$ cat config.mk
export PLATFORM = sky130hd
export DESIGN_NAME = uart_port
export DESIGN_NICKNAME = d
export VERILOG_FILES = /design/src/rtl/uart_port.sv
export SDC_FILE = /design/constraint.sdc
export NUM_CORES = 1
export LEC_CHECK = 0
export ABC_AREA = 1
export BUFFER_PORTS_ARGS = -buffer_cell sky130_fd_sc_hd__buf_2
export CORE_MARGIN = 4
export CORE_UTILIZATION = 43
export DETAILED_ROUTE_END_ITERATION = 7
export GPL_ROUTABILITY_DRIVEN = 0
export GPL_TIMING_DRIVEN = 0
export PLACE_DENSITY = 0.7
export SLEW_MARGIN = 15
export SYNTH_ARGS = -nofsm -noshare
export SYNTH_HDL_FRONTEND = slang
export SYNTH_SLANG_ARGS = --single-unit
$ cat constraint.sdc
create_clock -name clk -period 1.85 [get_ports clk]
set_input_delay 0.185 -clock clk [delete_from_list [all_inputs] [get_ports clk]]
set_output_delay 0.185 -clock clk [all_outputs]
set_load 0.05 [all_outputs]
$ cat src/rtl/uart_port.sv
// 8N1 UART with independent transmitter and receiver plus a receive buffer.
// Define UART_RX_FIFO_EN for a 4-entry receive FIFO; otherwise a single holding register.
module uart_port #(
  parameter int unsigned CLKS_PER_BIT = 16
) (
  input  logic       clk,
  input  logic       reset,
  input  logic       uart0_wr,
  input  logic [7:0] uart_w,
  input  logic       uart0_rd,
  output logic       uart0_valid,
  output logic [7:0] uart0_data,
  output logic       uart0_busy,
  output logic       uart0_overrun,
  output logic       uart0_ferr,
  output logic       tx,
  input  logic       rx
);

  localparam logic [15:0] BIT_LAST  = 16'(CLKS_PER_BIT - 1);
  localparam logic [15:0] HALF_LAST = 16'(CLKS_PER_BIT / 2 - 1);

  typedef enum logic [1:0] {IDLE, START, DATA, STOP} state_t;

  // ---------------- transmitter ----------------
  state_t      tx_state;
  logic [15:0] tx_cnt;
  logic [2:0]  tx_bit;
  logic [7:0]  tx_sh;

  always_ff @(posedge clk) begin
    if (reset) begin
      tx_state   <= IDLE;
      tx_cnt     <= '0;
      tx_bit     <= '0;
      tx_sh      <= '0;
      tx         <= 1'b1;
      uart0_busy <= 1'b0;
    end else begin
      case (tx_state)
        IDLE: begin
          if (uart0_wr) begin
            tx_sh      <= uart_w;
            tx         <= 1'b0;
            uart0_busy <= 1'b1;
            tx_cnt     <= BIT_LAST;
            tx_state   <= START;
          end
        end
        START: begin
          if (tx_cnt != 16'd0) begin
            tx_cnt <= tx_cnt - 16'd1;
          end else begin
            tx       <= tx_sh[0];
            tx_sh    <= {1'b0, tx_sh[7:1]};
            tx_bit   <= 3'd0;
            tx_cnt   <= BIT_LAST;
            tx_state <= DATA;
          end
        end
        DATA: begin
          if (tx_cnt != 16'd0) begin
            tx_cnt <= tx_cnt - 16'd1;
          end else begin
            tx_cnt <= BIT_LAST;
            if (tx_bit == 3'd7) begin
              tx       <= 1'b1;
              tx_state <= STOP;
            end else begin
              tx     <= tx_sh[0];
              tx_sh  <= {1'b0, tx_sh[7:1]};
              tx_bit <= tx_bit + 3'd1;
            end
          end
        end
        STOP: begin
          if (tx_cnt != 16'd0) begin
            tx_cnt <= tx_cnt - 16'd1;
          end else begin
            uart0_busy <= 1'b0;
            tx_state   <= IDLE;
          end
        end
        default: tx_state <= IDLE;
      endcase
    end
  end

  // ---------------- receiver ----------------
  // rx_d is a delayed copy of the synchronised line, used only for falling-edge detection.
  state_t      rx_state;
  logic        rx_s1, rx_s2, rx_d;
  logic [15:0] rx_cnt;
  logic [2:0]  rx_bit;
  logic [7:0]  rx_sh;
  logic        rx_brk;
  logic        rx_done;
  logic        rx_store;

  assign rx_done  = (rx_state == STOP) && !rx_brk && (rx_cnt == 16'd0);
  assign rx_store = rx_done && rx_s2;

  always_ff @(posedge clk) begin
    if (reset) begin
      rx_s1      <= 1'b1;
      rx_s2      <= 1'b1;
      rx_d       <= 1'b1;
      rx_state   <= IDLE;
      rx_cnt     <= '0;
      rx_bit     <= '0;
      rx_sh      <= '0;
      rx_brk     <= 1'b0;
      uart0_ferr <= 1'b0;
    end else begin
      rx_s1      <= rx;
      rx_s2      <= rx_s1;
      rx_d       <= rx_s2;
      uart0_ferr <= 1'b0;
      case (rx_state)
        IDLE: begin
          if (!rx_s2 && rx_d) begin
            rx_cnt   <= HALF_LAST;
            rx_state <= START;
          end
        end
        START: begin
          if (rx_cnt != 16'd0) begin
            rx_cnt <= rx_cnt - 16'd1;
          end else if (rx_s2) begin
            rx_state <= IDLE;
          end else begin
            rx_bit   <= 3'd0;
            rx_cnt   <= BIT_LAST;
            rx_state <= DATA;
          end
        end
        DATA: begin
          if (rx_cnt != 16'd0) begin
            rx_cnt <= rx_cnt - 16'd1;
          end else begin
            rx_sh  <= {rx_s2, rx_sh[7:1]};
            rx_cnt <= BIT_LAST;
            if (rx_bit == 3'd7) rx_state <= STOP;
            else                rx_bit   <= rx_bit + 3'd1;
          end
        end
        STOP: begin
          // rx_brk holds here after a framing error until the line returns high
          if (rx_brk) begin
            if (rx_s2) begin
              rx_brk   <= 1'b0;
              rx_state <= IDLE;
            end
          end else if (rx_cnt != 16'd0) begin
            rx_cnt <= rx_cnt - 16'd1;
          end else if (rx_s2) begin
            rx_state <= IDLE;
          end else begin
            rx_brk     <= 1'b1;
            uart0_ferr <= 1'b1;
          end
        end
        default: rx_state <= IDLE;
      endcase
    end
  end

  // ---------------- receive buffer ----------------
`ifdef UART_RX_FIFO_EN
  logic [7:0] rx_mem [4];
  logic [1:0] rd_ptr, wr_ptr, rd_ptr_nx;
  logic [2:0] count, count_nx, left;
  logic       pop, push;
  logic [7:0] head_nx;

  always_comb begin
    pop       = uart0_rd && (count != 3'd0);
    push      = rx_store && ((count != 3'd4) || pop);
    rd_ptr_nx = rd_ptr + {1'b0, pop};
    left      = count - {2'b00, pop};
    count_nx  = left + {2'b00, push};
    // an empty-after-pop FIFO takes its new head straight from the receiver
    head_nx   = (left == 3'd0) ? rx_sh : rx_mem[rd_ptr_nx];
  end

  always_ff @(posedge clk) begin
    if (push) rx_mem[wr_ptr] <= rx_sh;
  end

  always_ff @(posedge clk) begin
    if (reset) begin
      rd_ptr        <= '0;
      wr_ptr        <= '0;
      count         <= '0;
      uart0_valid   <= 1'b0;
      uart0_data    <= '0;
      uart0_overrun <= 1'b0;
    end else begin
      if (push) wr_ptr <= wr_ptr + 2'd1;
      rd_ptr      <= rd_ptr_nx;
      count       <= count_nx;
      uart0_valid <= (count_nx != 3'd0);
      if (count_nx != 3'd0) uart0_data <= head_nx;
      if (uart0_rd)                uart0_overrun <= 1'b0;
      else if (rx_store && !push)  uart0_overrun <= 1'b1;
    end
  end
`else
  logic pop;
  assign pop = uart0_rd && uart0_valid;

  always_ff @(posedge clk) begin
    if (reset) begin
      uart0_valid   <= 1'b0;
      uart0_data    <= '0;
      uart0_overrun <= 1'b0;
    end else begin
      if (rx_store && (!uart0_valid || pop)) begin
        uart0_data  <= rx_sh;
        uart0_valid <= 1'b1;
      end else if (pop) begin
        uart0_valid <= 1'b0;
      end
      if (uart0_rd)                     uart0_overrun <= 1'b0;
      else if (rx_store && uart0_valid) uart0_overrun <= 1'b1;
    end
  end
`endif

endmodule

==> flow_metrics.tcl, run 1 <==
set metrics [dict create \
    cts_buffers 9 \
    arrival_ns 2.06 \
    pwr-share-seq 0.262 \
    drt-total-wl_um 9404 \
    setup.worst_path.start "tx_cnt[1]" \
    syn_area_per_cell_sq_um 6.840 \
    grt_usage 0.1714 \
    dieArea_sq_um 11390 \
    path_clk_slew_ns 0.09 \
    place_ws_ns -0.2140 \
    crit_buf_inv 2 \
    drive_gt1_frac 0.1705 \
    clock.fmax_mhz 563.7 \
    cp_common_cell "nand3_4" \
    pin_count 26 \
    area_growth_pct 14.09 \
    dp_hpwl_um 6677 \
    r2r-end "tx_sh[1]" \
    antenna_found_initial 0 \
    grt_pass1_wl_um 16280 \
    finalClockSkew_ns 0.01510 \
    r2r_slack_ns 0.08 \
    fillCellCount 951 \
    multi_input_area_sq_um 2361 \
    cp-start-kind "flip-flop" \
    fin_tns_setup_ns 0 \
    swShare 0.4926 \
    ir_drop_mv 0.5868 \
    synth_edf_count 0 \
    layout_min_cycle_time_ns 1.774 \
    clock-sinks 75 \
    nets 679 \
    ys_seq_elements 75 \
    slowest_delay_ns 0.32 \
    power.density_nw_per_um2 1883 \
    clock_latency_ns 0.36 \
    cts_tree "done" \
    hold_end "uart0_overrun" \
    final_max_slew_viol_count 0 \
    core_sq_um 9371 \
    synth-seq-area-share 0.3581 \
    seqCellArea_sq_um 1504 \
    p_sw_mw 4.436 \
    worst_pin_slew_ns 0.6108 \
    p_leak_nw 2.166 \
    first_global_vias 3638 \
    hp-class "in -> reg" \
    final_cells 786 \
    async_flop_share 0 \
    syn-num-nets 640 \
    routed_via_density 5.015 \
    syn_area_sq_um 4193 \
    path_cells "inv_1 > ha_4 > nand3_4 > nor3_4 > nand3_4 > nand2_4 > buf_6 > nand4_1 > a21oi_2" \
    combPwrFrac 0.593 \
    grt_start_max_net_pins 15 \
    yosysWarnings 0 \
    clock_power_share 0.145 \
    first_pass_iters 5 \
    cts.htree.levels 3 \
    p_int_mw 4.569 \
    crit_type "reg -> reg" \
    syn_inst 613 \
    clock_path_buffers 2 \
    ant_nets 0 \
    crit_fanout 10 \
    cp.required_ns 2.14 \
    timing.slew.headroom 0.5928 \
    layout_setup_ws_ns 0.07593 \
    drc 0 \
    num_vias 3942 \
    slowest_stage "dfxtp_1" \
    start_util 0.4474 \
    r2r.worst_path.cells 9 \
    status "completed" \
    end_kind "flip-flop" \
    holdCritStartpoint "uart0_rd" \
    hold_depth 2 \
    finalCritPeriodShare 0.9590 \
    drt_iter0_markers 154 \
    fp.dieH_um 106.7 \
    wl_per_cell_um 11.96 \
    ys.flop_type "dfxtp_1" \
    worst_path_dominant_cell_family "simple AND/OR/NAND/NOR gates" \
    cts-root-buf "clkbuf_8" \
    row_count 35 \
    overflow 0 \
    diodes 0 \
    rsz0062_at_grt "yes" \
    dp.cells 766 \
    regToRegStartpoint "tx_cnt[1]" \
    finalHoldViolations 0 \
    synth_cell_types 40 \
    numPortBuffers 24 \
    setup_violations 0 \
    drv_cap 0 \
    die_w_um 106.7 \
]
## Yosys cell counts, types with 2 or more instances
master	n	area (sq um)
nand2_1	131	491.7
nor2_1	106	397.9
dfxtp_1	75	1501
inv_1	71	266.5
a21oi_1	45	225.2
nand3_1	41	205.2
o21ai_0	26	130.1
nand4_1	16	100.1
ha_1	14	175.2
nor3_1	11	55.05
clkbuf_1	10	37.54
nand2_4	8	90.09
nand2_2	6	37.54
nor2_2	6	37.54
nor2_4	5	56.30
buf_6	4	45.04
inv_2	4	15.01
a21oi_2	3	26.28
nand3_4	3	52.55
o21ai_1	3	15.01
xor2_1	3	26.28
o211ai_1	2	15.01
o22ai_1	2	12.51
or2_2	2	12.51
## metal layers
metal,global-route usage,wire (um),vias to the layer above
met5,0,0,-
met3,0.02950,320,17
met4,0.05571,138,0
li1,-,-,2056
met1,0.2219,4591,1798
met2,0.2896,4353,71
## area by class of cell
| type | count | area share |
|---|---|---|
| timing repair buffer | 29 | 0.03348 |
| buffer | 15 | 0.02328 |
| inverter | 76 | 0.06016 |
| tap | 129 | 0.03374 |
| multi-input combinational | 446 | 0.4936 |
| clock buffer | 9 | 0.02590 |
| clock inverter | 7 | 0.01543 |
| sequential | 75 | 0.3144 |
## kinds of logic (layout without fill, tap and decap cells)
group	count (synthesis)	count (layout)	synth area share
xor gates and xnor gates	3	3	0.006268
and+or+nand+nor	342	342	0.3865
adders and majority gates	14	14	0.04178
AOI/OAI and AO/OA	87	87	0.1131
buffers and inverters	92	136	0.09430
DFF	75	75	0.3581
## worst max path at each step
stage                     slack (ns)  cells after the start  endpoint
after floorplan                 0.18                      9  tx_sh[2]
after global placement         -0.17                      9  tx_sh[5]
after detailed placement       -0.21                      9  tx_sh[5]
after CTS                      0.005                      9  tx_sh[7]
after global routing           -0.04                      9  tx_sh[7]
final                           0.08                      9  tx_sh[1]
## state kept, by name, summed over array words and instances (netlist names), named ones only
register,cells
rx_cnt,16
tx_cnt,16
rx_s2,1
uart0_data,8
rx_bit,3
uart0_ferr,1
uart0_busy,1
tx,1
tx_sh,8
rx_brk,1
tx_state,2
rx_s1,1
uart0_valid,1
tx_bit,3
rx_state,1
rx_sh,8
uart0_overrun,1
rx_d,1
## power groups by stage
stage	Clock, mW	Combinational [mW]	Sequential (mW)
CTS	1.35	5.03	2.34
detailed placement	0	4.97	2.38
global route	1.42	6.04	2.42
floorplan	0	4.05	2.38
finish	1.31	5.34	2.36
global placement	0	4.89	2.36
## placed cells by master (no fill, tap or decap), types with 7 or more instances in the layout
cell      instances
dfxtp_1          73
a21oi_2           7
nor3_1           11
nand3_1          41
clkbuf_1          7
nand2_1         131
ha_1             11
clkbuf_8          9
nor2_1          103
inv_1            68
buf_2            24
nor2_2            9
nand4_1          16
inv_2             7
o21ai_0          26
a21oi_1          41
nand2_4           9
## repair_timing
item | in CTS | in global routing
setup buffers | 0 | 4
endpoints found under the setup margin | 24 | 54
resized for setup | 2 | 24
gates cloned | 0 | 0
hold buffers | 1 | 0
endpoints found under the hold margin | 1 | 0
pin swaps | 0 | 5
## metrics by stage
step | total power, mW | utilization | cell area (sq um) | hold slack (ns)
final | 9.005 | 0.5104 | 4783 | 0.03855
after global routing | 9.870 | 0.5104 | 4783 | 0.05016
after CTS | 8.713 | 0.4997 | 4683 | 0.01378
after detailed placement | 7.349 | 0.4774 | 4474 | 0.3728
after global placement | 7.253 | 0.4774 | 4474 | 0.3694
after floorplan | 6.428 | - | 4193 | 0.2643
Power figures use the tool's default switching activity.
==> run 2: changes to the inputs <==
--- a/config.mk
+++ b/config.mk
@@ -5,10 +5,11 @@
 export SDC_FILE = /design/constraint.sdc
 export NUM_CORES = 1
 export LEC_CHECK = 0
-export ABC_AREA = 1
+export ABC_AREA = 0
 export BUFFER_PORTS_ARGS = -buffer_cell sky130_fd_sc_hd__buf_2
 export CORE_MARGIN = 4
 export CORE_UTILIZATION = 43
+export CTS_CLUSTER_DIAMETER = 150
 export DETAILED_ROUTE_END_ITERATION = 7
 export GPL_ROUTABILITY_DRIVEN = 0
 export GPL_TIMING_DRIVEN = 0
==> constraint.sdc (replaced) <==
create_clock -name clk -period 1.85 [get_ports clk]
set_input_delay 0.185 -clock clk [delete_from_list [all_inputs] [get_ports clk]]
set_output_delay 0.185 -clock clk [all_outputs]
set_load 0.1 [all_outputs]
==> run 2 against run 1 <==
Effect of this change: the flow now finishes with violations (setup timing); final cell count fell by 17%; global-route usage rose by 2.4 points; power rose by 4.9%; largest cell class unchanged; worst setup slack got worse by 0.22 ns; sequential power fell by 5%; maximum frequency fell by 11%; core utilization rose by 13 points; routed wire length rose by 18%; non-clock buffer count rose by 59; worst hold slack got worse by 0.022 ns; clock power barely moved.
==> flow_metrics.tcl, run 2 <==
set metrics [dict create \
    core_sq_um 8678 \
    end_kind "flip-flop" \
    num_vias 3805 \
    power.density_nw_per_um2 1703 \
    cts.htree.levels 3 \
    path_clk_slew_ns 0.08 \
    die_w_um 102.4 \
    overflow 0 \
    timing.slew.headroom 0.5550 \
    dieArea_sq_um 10490 \
    start_util 0.4416 \
    finalHoldViolations 0 \
    diodes 0 \
    final_cell_mix "dfxtp_1, buf_4, nor2_1" \
    grt_pass1_wl_um 16460 \
    syn_area_per_cell_sq_um 8.555 \
    r2r-end "rx_cnt[6]" \
    syn_area_sq_um 3832 \
    drive_gt1_frac 0.4414 \
    dp_hpwl_um 6221 \
    fp.dieH_um 102.4 \
    cts-root-buf "clkbuf_8" \
    fillCellCount 660 \
    synthTopCellsByArea "dfxtp_1, a21oi_1, nor2_1, mux2i_1, ha_1" \
    hp-class "in -> reg" \
    crit_type "reg -> reg" \
    yosysWarnings 0 \
    worst_path_dominant_cell_family "simple AND/OR/NAND/NOR gates" \
    r2r.worst_path.cells 10 \
    synth_largest_area_cell "dfxtp_1" \
    design_power_total_mw 9.445 \
    placed_area_sq_um 4197 \
    mostFrequentLayoutCell "dfxtp_1" \
    path_cells "inv_4 > ha_4 > nor3b_4 > buf_4 > and4_4 > buf_4 > clkbuf_16 > nor2_4 > a31oi_2 > a311oi_2" \
    hold_depth 2 \
    final_max_slew_viol_count 0 \
    status "finished, violations left" \
    drt_iter0_markers 192 \
    drc 0 \
    worst_pin_slew_ns 0.6676 \
    first_pass_iters 5 \
    slowest_stage "dfxtp_4" \
    finish.instance_area_sq_um 5548 \
    async_flop_share 0 \
    row_count 34 \
    reg.largest.list "rx_cnt x16, tx_cnt x16" \
    place_ws_ns -0.4490 \
    fin_util 0.6393 \
    cts_tree "done" \
    synth-seq-area-share 0.3918 \
    first_global_vias 3562 \
    clock_latency_ns 0.36 \
    yosysMostFrequentCell "dfxtp_1" \
    r2r_slack_ns -0.14 \
    clock_path_buffers 2 \
    clock-sinks 75 \
    finalClockSkew_ns 0.01018 \
    synth_edf_count 0 \
    rsz0062_at_grt "yes" \
    hold_end "rx_s1" \
    ys.flop_type "dfxtp_1" \
    clock.fmax_mhz 501.7 \
    drv_cap 0 \
    failed_checks "setup timing" \
    cp_common_cell "buf_4" \
    regToRegStartpoint "rx_cnt[0]" \
    area_growth_pct 44.76 \
    layout_min_cycle_time_ns 1.993 \
    crit_fanout 5 \
    p_leak_nw 2.195 \
    layout_setup_ws_ns -0.1432 \
    grt_usage 0.1950 \
    syn_inst 448 \
    antenna_found_initial 0 \
    cp.required_ns 2.07 \
    numPortBuffers 25 \
    cp-start-kind "flip-flop" \
    ant_nets 0 \
    arrival_ns 2.21 \
    grt_start_max_net_pins 13 \
    crit_buf_inv 4 \
    whs_ns 0.01614 \
    ir_drop_mv 0.7787 \
    wl_per_cell_um 17.01 \
    holdCritStartpoint "rx" \
    setup_violations 47 \
    synth_cell_types 60 \
    drt-total-wl_um 11130 \
    routed_via_density 5.818 \
    pin_count 26 \
    synthTopCellsByCount "dfxtp_1, nor2_1, a21oi_1, nand2_1, mux2i_1" \
    nets 569 \
    syn-num-nets 475 \
    ys_seq_elements 75 \
    finalCritPeriodShare 1.077 \
    slowest_delay_ns 0.37 \
    cts_buffers 9 \
    synth_top_area_frac 0.3918 \
]
==> run 2: worst max path at each step <==
| stage | from | endpoint | slack, ns | cells past startpoint |
|---|---|---|---|---|
| finish | rx_cnt[0] | rx_cnt[6] | -0.14 | 10 |
| global route | rx_cnt[0] | uart0_data[4] | -0.19 | 9 |
| CTS | tx_cnt[8] | tx_cnt[15] | -0.08 | 4 |
| detailed placement | rx_cnt[1] | rx_cnt[7] | -0.45 | 7 |
| global placement | rx_cnt[0] | rx_cnt[7] | -0.45 | 7 |
| floorplan | rx_cnt[1] | rx_cnt[11] | -0.02 | 7 |
==> run 2: repair_timing <==
| action | 4_1_cts | 5_1_grt |
|---|---|---|
| endpoints found under the hold margin | 1 | 0 |
| setup buffers | 32 | 30 |
| setup endpoints to repair | 69 | 64 |
| resized for setup | 62 | 91 |
| pin swaps | 30 | 48 |
| gates cloned | 1 | 1 |
| hold buffers | 1 | 0 |
==> run 2: final cells by class <==
cell class | count | area (sq um) | share of cell area
Clock inverter | 5 | 53.80 | 0.009698
Multi-Input combinational cell | 338 | 2841 | 0.5122
Timing Repair Buffer | 89 | 678.2 | 0.1222
Clock buffer | 10 | 137.6 | 0.02481
Inverter | 15 | 63.81 | 0.01150
Sequential cell | 75 | 1539 | 0.2774
Buffer | 14 | 98.84 | 0.01782
Tap cell | 108 | 135.1 | 0.02436
==> run 2: kinds of logic after synthesis <==
group,Yosys count,share of synthesized area
compound gates,114,0.1969
xor+xnor,7,0.01600
fa+ha+maj,14,0.04571
buf+inv,36,0.03689
flops,75,0.3918
mux,19,0.04995
simple gates,183,0.2628
==> run 2: per-layer routing <==
metal,vias up,global-route usage,share of wire
li1,1839,-,-
met1,1822,0.2375,0.40
met2,115,0.3278,0.53
met3,29,0.04164,0.046
met4,0,0.09183,0.024
met5,-,0,0
==> run 2: stage by stage <==
step	std cells	setup TNS [ns]
3_3_place_gp	581	-16.81
4_1_cts	624	-0.1290
6_report	654	-2.494
2_1_floorplan	448	-0.1043
5_1_grt	654	-5.633
3_5_place_dp	581	-17.33
==> run 2: power by group <==
group | internal, mW | switching, mW | leakage, nW
Clock | 0.648 | 0.628 | 0.102
Sequential | 1.92 | 0.338 | 0.619
Combinational | 2.93 | 2.99 | 1.47
==> run 2: worst register-to-register path: cells and delay by family (launching register included) <==
kind / cells / cell delay [ns]
AO/OA/AOI/OAI: 2 / 0.27
adder cells (fa/ha/maj): 1 / 0.13
buffers and inverters: 4 / 0.50
flip-flops: 1 / 0.37
AND/OR/NAND/NOR: 3 / 0.59
==> run 3: changes to the inputs <==
==> constraint.sdc (replaced) <==
create_clock -name clk -period 1.85 [get_ports clk]
set_input_delay 0.37 -clock clk [delete_from_list [all_inputs] [get_ports clk]]
set_output_delay 0.37 -clock clk [all_outputs]
set_load 0.1 [all_outputs]
==> run 3 against run 2 <==
Effect of this change: the run still ends with setup timing left; design area decreased by 0.18%; first-iteration DRC count increased by 11%; core utilization decreased by 0.12 points; clock skew increased by 0.0026 ns; maximum frequency decreased by 0.23%; register-to-register slack about the same; critical endpoint unchanged; largest power group unchanged; highest routed layer unchanged.
==> flow_metrics.tcl, run 3 (synthesized netlist as in run 2, its figures left out) <==
set metrics [dict create \
    p_leak_nw 2.190 \
    overflow 0 \
    cts_tree "done" \
    multi_input_area_sq_um 2841 \
    failed_checks "setup timing" \
    finalCritPeriodShare 1.080 \
    num_vias 3835 \
    path_clk_slew_ns 0.08 \
    layout_setup_ws_ns -0.1478 \
    ir_drop_mv 0.7981 \
    first_global_vias 3553 \
    ant_nets 0 \
    dp_hpwl_um 6221 \
    antenna_found_initial 0 \
    cts-root-buf "clkbuf_8" \
    hp-class "in -> reg" \
    setup_violations 48 \
    dp.cells 581 \
    final_cell_mix "dfxtp_1, buf_4, nor2_1" \
    crit_type "reg -> reg" \
    end_kind "flip-flop" \
    design_power_total_mw 9.455 \
    first_pass_iters 5 \
    finalClockSkew_ns 0.01276 \
    combPwrFrac 0.626 \
    pwr-share-seq 0.239 \
    drt-total-wl_um 11130 \
    diodes 0 \
    fp.dieH_um 102.4 \
    timing.slew.headroom 0.5526 \
    seqCellArea_sq_um 1539 \
    dieArea_sq_um 10490 \
    nets 568 \
    status "finished, violations left" \
    final_max_slew_viol_count 0 \
    core_sq_um 8678 \
    finish.instance_area_sq_um 5538 \
    p_int_mw 5.489 \
    reg.largest.list "rx_cnt x16, tx_cnt x16" \
    drv_cap 0 \
    whs_ns 0.1781 \
    clock-sinks 75 \
    clock_latency_ns 0.37 \
    clock_path_buffers 2 \
    cp-start-kind "flip-flop" \
    fillCellCount 656 \
    fin_tns_setup_ns -2.574 \
    placed_area_sq_um 4197 \
    start_util 0.4416 \
    cts.htree.levels 3 \
    rsz0062_at_grt "yes" \
    area_growth_pct 44.50 \
    final_cells 653 \
    grt_pass1_wl_um 16440 \
    finalHoldViolations 0 \
    grt_usage 0.1947 \
    fin_util 0.6381 \
    power.density_nw_per_um2 1707 \
    clock.fmax_mhz 500.5 \
    mostFrequentLayoutCell "dfxtp_1" \
    cp.required_ns 2.07 \
    crit_fanout 5 \
    drive_gt1_frac 0.4422 \
    row_count 34 \
    drc 0 \
    cts_buffers 9 \
    routed_via_density 5.873 \
    layout_min_cycle_time_ns 1.998 \
    place_ws_ns -0.4490 \
    drt_iter0_markers 213 \
    clock_power_share 0.136 \
    wl_per_cell_um 17.04 \
    pin_count 26 \
    die_w_um 102.4 \
    grt_start_max_net_pins 13 \
    swShare 0.4194 \
    p_sw_mw 3.966 \
    numPortBuffers 25 \
    worst_pin_slew_ns 0.6710 \
    arrival_ns 2.22 \
]
==> run 3: changes by cell type in the layout (fill, tap and decap cells not counted) <==
cell / before / now
dlygate4sd3_1: 1 / 0
==> run 3: repair_timing <==
item,4_1_cts,5_1_grt
hold buffers,0,0
setup endpoints to repair,69,64
pin swaps,30,48
gates resized for setup,62,91
cloned,1,1
setup buffers,32,30
==> run 3: worst paths after layout <==
path                                 from       endpoint  cells after the start  slack (ns)
worst max-delay path            rx_cnt[0]      rx_cnt[6]                     10       -0.15
worst min-delay path             uart0_rd  uart0_overrun                      2        0.18
worst max register to register  rx_cnt[0]      rx_cnt[6]                     10       -0.15
worst min register to register      rx_s1          rx_s2                      1        0.43
==> run 3: worst max-delay path: stages, from the launching register on <==
cell       delay (ns)
dfxtp_4          0.37
inv_4            0.06
ha_4             0.13
nor3b_4          0.29
buf_4            0.16
and4_4           0.26
buf_4            0.13
clkbuf_16        0.14
nor2_4           0.05
a31oi_2          0.20
a311oi_2         0.07
==> run 3: cell type report <==
type / count / share of cell area
multi-input cells: 338 / 0.5131
flip-flops and latches: 75 / 0.2779
repair buffers: 88 / 0.1207
clock buffers: 10 / 0.02485
well taps: 108 / 0.02440
plain buffers: 14 / 0.01785
inverters: 15 / 0.01152
clock inverters: 5 / 0.009715
==> run 3: power by group through the flow <==
| stage | Clock [mW] | Combinational (mW) | Sequential (mW) |
|---|---|---|---|
| after floorplan | 0 | 2.51 | 2.26 |
| after global placement | 0 | 3.19 | 2.17 |
| after detailed placement | 0 | 3.24 | 2.18 |
| after CTS | 1.29 | 4.34 | 2.19 |
| after global routing | 1.38 | 6.27 | 2.30 |
| final | 1.28 | 5.92 | 2.26 |
==> run 3: layer usage <==
layer  track usage  wire [um]  share of wire  vias to the layer above
met4       0.09183        318          0.029                        0
met1        0.2375       4364           0.39                     1835
met5             0          0              0                        -
li1              -          -              -                     1841
met2        0.3268       5890           0.53                      121
met3       0.04164        558          0.050                       38
